### src/rtl/roi_crop_pkg.sv
// Shared widths, shadow-configuration record and window-clipping helpers
// for the ROI crop/decimation block.
package roi_crop_pkg;

    localparam int MAX_COLS        = 1024;
    localparam int MAX_ROWS        = 1024;
    localparam int MAX_STRIDE_LOG2 = 3;

    localparam int CW = $clog2(MAX_COLS) + 1;
    localparam int RW = $clog2(MAX_ROWS) + 1;
    localparam int SW = $clog2(MAX_STRIDE_LOG2 + 1);

    // Per-frame configuration, including the derived clip ends and kept-column count.
    typedef struct packed {
        logic [CW-1:0] in_cols;
        logic [RW-1:0] in_rows;
        logic [CW-1:0] x1;
        logic [RW-1:0] y1;
        logic [CW:0]   xe;
        logic [RW:0]   ye;
        logic [SW-1:0] sx;
        logic [SW-1:0] sy;
        logic [CW-1:0] kcols;
    } cfg_t;

    // Exclusive right edge of the window, clipped to the frame width.
    function automatic logic [CW:0] clip_end_x(input logic [CW-1:0] start,
                                               input logic [CW-1:0] size,
                                               input logic [CW-1:0] limit);
        logic [CW:0] sum;
        sum = {1'b0, start} + {1'b0, size};
        if (sum > {1'b0, limit}) begin
            return {1'b0, limit};
        end else begin
            return sum;
        end
    endfunction

    // Exclusive bottom edge of the window, clipped to the frame height.
    function automatic logic [RW:0] clip_end_y(input logic [RW-1:0] start,
                                               input logic [RW-1:0] size,
                                               input logic [RW-1:0] limit);
        logic [RW:0] sum;
        sum = {1'b0, start} + {1'b0, size};
        if (sum > {1'b0, limit}) begin
            return {1'b0, limit};
        end else begin
            return sum;
        end
    endfunction

    // Number of columns kept per output row: ceil((xe - x1) / 2**sx), zero when empty.
    function automatic logic [CW-1:0] kept_cols(input logic [CW-1:0] x1,
                                                input logic [CW:0]   xe,
                                                input logic [SW-1:0] sx);
        logic [CW:0] span;
        logic [CW:0] rounded;
        if (xe <= {1'b0, x1}) begin
            return '0;
        end else begin
            span    = xe - {1'b0, x1};
            rounded = span + (((CW+1)'(1) << sx) - (CW+1)'(1));
            return CW'(rounded >> sx);
        end
    endfunction

endpackage

### src/rtl/roi_out_reg.sv
// One-entry valid/ready output register carrying pixel data plus sof/eol.
// Accepts a new beat in the same cycle the held one is consumed.
module roi_out_reg #(
    parameter int W = 12
) (
    input  logic         clk,
    input  logic         reset,
    input  logic         load_valid,
    input  logic [W-1:0] load_data,
    input  logic         load_sof,
    input  logic         load_eol,
    output logic         load_ready,
    output logic [W-1:0] out_data,
    output logic         out_valid,
    output logic         out_sof,
    output logic         out_eol,
    input  logic         out_ready
);

    assign load_ready = !out_valid || out_ready;

    // Load on a new beat, drain when consumed, otherwise hold the payload steady.
    always_ff @(posedge clk) begin
        if (reset) begin
            out_valid <= 1'b0;
            out_data  <= '0;
            out_sof   <= 1'b0;
            out_eol   <= 1'b0;
        end else if (load_valid && load_ready) begin
            out_valid <= 1'b1;
            out_data  <= load_data;
            out_sof   <= load_sof;
            out_eol   <= load_eol;
        end else if (out_ready) begin
            out_valid <= 1'b0;
        end
    end

endmodule

### src/rtl/roi_crop_stride.sv
// Streaming region-of-interest crop with power-of-two decimation.
// Raster counters walk the input frame; a per-frame shadow configuration
// decides which pixels are kept and where the sof/eol markers fall.
module roi_crop_stride
    import roi_crop_pkg::*;
#(
    parameter int PIXEL_BIT_WIDTH = 12
) (
    input  logic                       clk,
    input  logic                       reset,
    input  logic [CW-1:0]              cfg_in_cols,
    input  logic [RW-1:0]              cfg_in_rows,
    input  logic [CW-1:0]              cfg_x1,
    input  logic [RW-1:0]              cfg_y1,
    input  logic [CW-1:0]              cfg_w,
    input  logic [RW-1:0]              cfg_h,
    input  logic [SW-1:0]              cfg_sx_log2,
    input  logic [SW-1:0]              cfg_sy_log2,
    input  logic [PIXEL_BIT_WIDTH-1:0] pixel_in,
    input  logic                       in_valid,
    output logic                       in_ready,
    output logic [PIXEL_BIT_WIDTH-1:0] pixel_out,
    output logic                       out_valid,
    input  logic                       out_ready,
    output logic                       out_sof,
    output logic                       out_eol,
    output logic                       frame_done
);

    cfg_t          cfg_r;
    cfg_t          cfg_next_s;
    logic [CW-1:0] x_r;
    logic [RW-1:0] y_r;
    logic [CW-1:0] ocol_r;
    logic          sof_pending_r;
    logic          frame_done_r;

    logic [CW-1:0] x_off_s;
    logic [CW-1:0] mask_x_s;
    logic [RW-1:0] y_off_s;
    logic [RW-1:0] mask_y_s;
    logic          in_x_s;
    logic          in_y_s;
    logic          keep_s;
    logic          load_ready_s;
    logic          accept_s;
    logic          load_s;
    logic          last_x_s;
    logic          last_y_s;
    logic          frame_end_s;
    logic          eol_s;

    // Candidate shadow configuration with clip ends and kept-column count derived up front.
    always_comb begin
        cfg_next_s         = '0;
        cfg_next_s.in_cols = cfg_in_cols;
        cfg_next_s.in_rows = cfg_in_rows;
        cfg_next_s.x1      = cfg_x1;
        cfg_next_s.y1      = cfg_y1;
        cfg_next_s.xe      = clip_end_x(cfg_x1, cfg_w, cfg_in_cols);
        cfg_next_s.ye      = clip_end_y(cfg_y1, cfg_h, cfg_in_rows);
        cfg_next_s.sx      = cfg_sx_log2;
        cfg_next_s.sy      = cfg_sy_log2;
        cfg_next_s.kcols   = kept_cols(cfg_x1, cfg_next_s.xe, cfg_sx_log2);
    end

    // Keep decision uses only registered position and shadow config, never in_valid.
    assign x_off_s  = x_r - cfg_r.x1;
    assign y_off_s  = y_r - cfg_r.y1;
    assign mask_x_s = (CW'(1) << cfg_r.sx) - CW'(1);
    assign mask_y_s = (RW'(1) << cfg_r.sy) - RW'(1);
    assign in_x_s   = ({1'b0, x_r} >= {1'b0, cfg_r.x1}) && ({1'b0, x_r} < cfg_r.xe)
                      && ((x_off_s & mask_x_s) == '0);
    assign in_y_s   = ({1'b0, y_r} >= {1'b0, cfg_r.y1}) && ({1'b0, y_r} < cfg_r.ye)
                      && ((y_off_s & mask_y_s) == '0);
    assign keep_s   = in_x_s && in_y_s;

    // Dropped pixels never wait on the output register.
    assign in_ready    = !keep_s || load_ready_s;
    assign accept_s    = in_valid && in_ready;
    assign load_s      = accept_s && keep_s;
    assign last_x_s    = (x_r == cfg_r.in_cols - CW'(1));
    assign last_y_s    = (y_r == cfg_r.in_rows - RW'(1));
    assign frame_end_s = accept_s && last_x_s && last_y_s;
    assign eol_s       = (ocol_r == cfg_r.kcols - CW'(1));
    assign frame_done  = frame_done_r;

    // Raster position, per-row kept count, sof tracking and per-frame config latch.
    always_ff @(posedge clk) begin
        if (reset) begin
            x_r           <= '0;
            y_r           <= '0;
            ocol_r        <= '0;
            sof_pending_r <= 1'b1;
            frame_done_r  <= 1'b0;
            cfg_r         <= cfg_next_s;
        end else begin
            frame_done_r <= frame_end_s;
            if (accept_s) begin
                if (last_x_s) begin
                    x_r    <= '0;
                    ocol_r <= '0;
                    y_r    <= last_y_s ? '0 : y_r + RW'(1);
                end else begin
                    x_r <= x_r + CW'(1);
                    if (load_s) begin
                        ocol_r <= ocol_r + CW'(1);
                    end
                end
            end
            if (frame_end_s) begin
                cfg_r         <= cfg_next_s;
                sof_pending_r <= 1'b1;
            end else if (load_s) begin
                sof_pending_r <= 1'b0;
            end
        end
    end

    roi_out_reg #(
        .W(PIXEL_BIT_WIDTH)
    ) u_out_reg (
        .clk        (clk),
        .reset      (reset),
        .load_valid (load_s),
        .load_data  (pixel_in),
        .load_sof   (sof_pending_r),
        .load_eol   (eol_s),
        .load_ready (load_ready_s),
        .out_data   (pixel_out),
        .out_valid  (out_valid),
        .out_sof    (out_sof),
        .out_eol    (out_eol),
        .out_ready  (out_ready)
    );

endmodule

### config.mk
export PLATFORM = sky130hd
export DESIGN_NAME = roi_crop_stride
export DESIGN_NICKNAME = d
export VERILOG_FILES = /design/src/rtl/roi_crop_pkg.sv /design/src/rtl/roi_out_reg.sv /design/src/rtl/roi_crop_stride.sv
export SDC_FILE = /design/constraint.sdc
export NUM_CORES = 1
export LEC_CHECK = 0
export ABC_AREA = 0
export BUFFER_PORTS_ARGS = -buffer_cell sky130_fd_sc_hd__buf_2
export CORE_UTILIZATION = 55
export CTS_CLUSTER_SIZE = 30
export DETAILED_ROUTE_END_ITERATION = 16
export GPL_TIMING_DRIVEN = 0
export PLACE_DENSITY = 0.8
export SLEW_MARGIN = 25
export SYNTH_ARGS = -nofsm -noshare
export SYNTH_HDL_FRONTEND = slang
export SYNTH_SLANG_ARGS = --single-unit
### constraint.sdc
create_clock -name clk -period 10.8 [get_ports clk]
set_input_delay 1.08 -clock clk [delete_from_list [all_inputs] [get_ports clk]]
set_output_delay 1.08 -clock clk [all_outputs]
set_load 0.005 [all_outputs]
==> results.toml <==
[status]
outcome = "complete, no violations"

[power_and_ir_drop]
cellPowerDensity_nw_per_um2 = 157
leakage_nw = 5.16
vdd_drop_max_mv = 0.110

[synth]
yosysSeqAreaShare = 0.347
synth_common_cells = "117 x sky130_fd_sc_hd__ha_1, 109 x sky130_fd_sc_hd__inv_1, 88 x sky130_fd_sc_hd__nor2_1"
syn_warnings = 0
dominantRegCellSynth = "sky130_fd_sc_hd__edfxtp_1"
post-synth-top-area-cell = "sky130_fd_sc_hd__edfxtp_1"
post_synth_num_cell_types = 71
synthArstFlopShare = 0
synth_edf_count = 83
ys_top_cells_by_area = "sky130_fd_sc_hd__edfxtp_1 25%, sky130_fd_sc_hd__ha_1 15%, sky130_fd_sc_hd__dfxtp_1 10%, sky130_fd_sc_hd__xnor2_1 4.7%, sky130_fd_sc_hd__inv_1 4.1%"
synthCells = 1048
synthesis.area_per_instance_sq_um = 9.60
syn-cell-area_sq_um = 10100
synth_top_area_share = 0.248
yosys.cell_count.top_type = "sky130_fd_sc_hd__ha_1"
synth_seq_cells = 133

[timing]
timing.final.crit_share = 0.782
layout_setup_ws_ps = 2360
setup_repair_after_global_routing_missed_its_margin = "false"
finalHoldViolCount = 0
drv_slew = 0
period_minus_slack_ps = 8440
timing.slew.headroom = 0.322
tightest_slew_ps = 1010
setup_viol = 0
timing.fmax_ghz = 0.118
post_route_clock_skew_ps = 7.97

[global_routing]
overflow = 0
pin_count_of_the_biggest_net_entering_global_routing = 26
grt_first_pass_wirelength_mm = 37.2
groute.usage.overall = 0.258
first_global_vias = 7770
initial_antenna_violation_count = 0

[routing]
totalWireLength_mm = 23.1
remaining_drc_errors = 0
drtAntennaViolNets = 0
avgRoutedWirePerCell_um = 16.3
num_vias = 8282
dr.first_iter.drc_count = 553
avgViaCountPerCell = 5.86
dr_pass1_iterations = 5

[place]
io_buffers = 100
dp_hpwl_mm = 18.1
gpl.final_weighted_congestion = 0.926
pre_cts_slack_ps = 2040

[floorplanning]
die_y_um = 137
floorplan.core_area_sq_um = 18000
pin_count = 103
die_area_sq_um = 18800
initial_utilization = 0.560
row_count = 49
die_span_in_x_um = 137

[finish]
fin_nets = 1387
filler_cell_count = 1419
post_route_cells_drive_above_1_share = 0.152
area_delta_synth_final_pct = 15.6
multi_input_comb_area_sq_um = 6060
n_antenna_cell = 0
layout.core_utilization = 0.647
layout.area.seq_sq_um = 3490

[clocking]
number_of_cts_inserted_buffers = 17
cts.sink_count = 133
clock-root-buffer = "sky130_fd_sc_hd__clkbuf_16"
htree_levels = 4
post-cts-setup-buffers = 0
cts_hold_buffers = 0
max-clock-path-buffers = 2
clkTransAtPathRegs_ps = 60
clock_insertion_delay_worst_skew_ps = 420
cts_tree = "yes"
post_cts.resized_instances = 0

[setup_path]
worst-path-buf-inv = 2
worst_path_largest_cell_delay_ps = 700
critPathCaptureType = "flip-flop"
critical_path.startpoint_type = "input port"
cp_top_family = "compound AO/OA/AOI/OAI gates"
worstPathRequired_ps = 11050
critical_path_peak_fanout = 10
worst-setup-path-type = "input port to flip-flop"
crit_slowest_cell = "sky130_fd_sc_hd__a2111oi_1"
worst-path-stages = 28
cell_depth_of_the_worst_flop_to_flop_path = 12
worst-endpoint-arrival_ps = 8700

[hold_path]
hold_path.class = "flip-flop to flip-flop"
min_path_cells = 1

[job]
max_cap_viol_count = 0
[report_power, final]
group / internal (mW) / switching (mW) / leakage [nW]
logic: 0.245 / 0.306 / 3.63
clock network: 0.423 / 0.223 / 0.318
registers: 0.602 / 0.0311 / 1.21
[final cells by class]
cell class                 instances  area share
multi-input combinational        780       0.521
sequential                       133       0.300
timing repair buffer             104      0.0525
clock buffer                      21      0.0396
inverter                         109      0.0352
tap                              229      0.0246
clock inverter                    11      0.0170
buffer                            27      0.0101
[flip-flops by register name (all words and copies together), names as in the netlist]
signal               cells
u_out_reg.out_valid      1
frame_done               1
cfg_r                   83
u_out_reg.out_sof        1
x_r                     11
sof_pending_r            1
u_out_reg.out_data      12
y_r                     11
u_out_reg.out_eol        1
ocol_r                  11
[worst register-to-register path: stages, from the launching register on]
cell and delay [ps]:
sky130_fd_sc_hd__dfxtp_1 440, sky130_fd_sc_hd__inv_1 90, sky130_fd_sc_hd__ha_1 210, sky130_fd_sc_hd__fa_1 590
sky130_fd_sc_hd__o22ai_1 90, sky130_fd_sc_hd__nor4_1 270, sky130_fd_sc_hd__o211ai_1 240, sky130_fd_sc_hd__a2111oi_2 490
sky130_fd_sc_hd__nand3_1 180, sky130_fd_sc_hd__nand4_1 250, sky130_fd_sc_hd__clkbuf_1 420, sky130_fd_sc_hd__nor2_1 220
sky130_fd_sc_hd__a32o_1 260
[final timing paths]
check | start | endpoint | slack (ps)
worst max-delay path | cfg_x1[0] | cfg_r[8]$_SDFFCE_PP0P_ | 2360
worst min-delay path | sof_pending_r$_SDFFE_PP1P_ | sof_pending_r$_SDFFE_PP1P_ | 460
worst max register to register | y_r[0]$_SDFFE_PP0P_ | y_r[10]$_SDFFE_PP0P_ | 6930
worst min register to register | sof_pending_r$_SDFFE_PP1P_ | sof_pending_r$_SDFFE_PP1P_ | 460
[cells by family after synthesis]
kind of cell | Yosys count | share of synthesized area
flip-flops | 133 | 0.347
XOR/XNOR | 84 | 0.0731
adder cells (fa/ha/maj) | 129 | 0.169
AO/OA/AOI/OAI | 213 | 0.146
multiplexers | 50 | 0.0529
AND/OR/NAND/NOR | 301 | 0.158
buffers and inverters | 136 | 0.0524
other | 2 | 0.000747
[per-layer routing]
layer | global-route usage | vias to the layer above | share of wire
li1 | - | 4075 | -
met1 | 0.321 | 3896 | 0.44
met2 | 0.437 | 269 | 0.47
met3 | 0.0500 | 42 | 0.057
met4 | 0.105 | 0 | 0.030
met5 | 0 | - | 0
[per-stage QoR]
| stage | TNS, ps | power, mW | instances | instance area (sq um) | hold slack (ps) |
|---|---|---|---|---|---|
| 2_1_floorplan | 0 | 1.04 | 1049 | 10100 | 426 |
| 3_3_place_gp | -45120 | 1.17 | 1378 | 10900 | 434 |
| 3_5_place_dp | 0 | 1.18 | 1382 | 11000 | 443 |
| 4_1_cts | 0 | 1.83 | 1414 | 11600 | 455 |
| 5_1_grt | 0 | 1.93 | 1414 | 11600 | 478 |
| 6_report | 0 | 1.83 | 1414 | 11600 | 456 |
[layout by cell type, fill, tap and decap left out, drive strengths merged, types with 19 or more instances in the layout]
cell and n:
buf 110, nand2 35, xnor2 54, nor2b 19, inv 110, ha 117
clkbuf 42, xor2 30, nand3 29, nor3 21, o21ai 31, nand4 23
mux2i 25, nor2 89, edfxtp 83, a21o 21, a21oi 50, dfxtp 50
mux2 25
No activity file was read; power rests on OpenSTA's default activity.
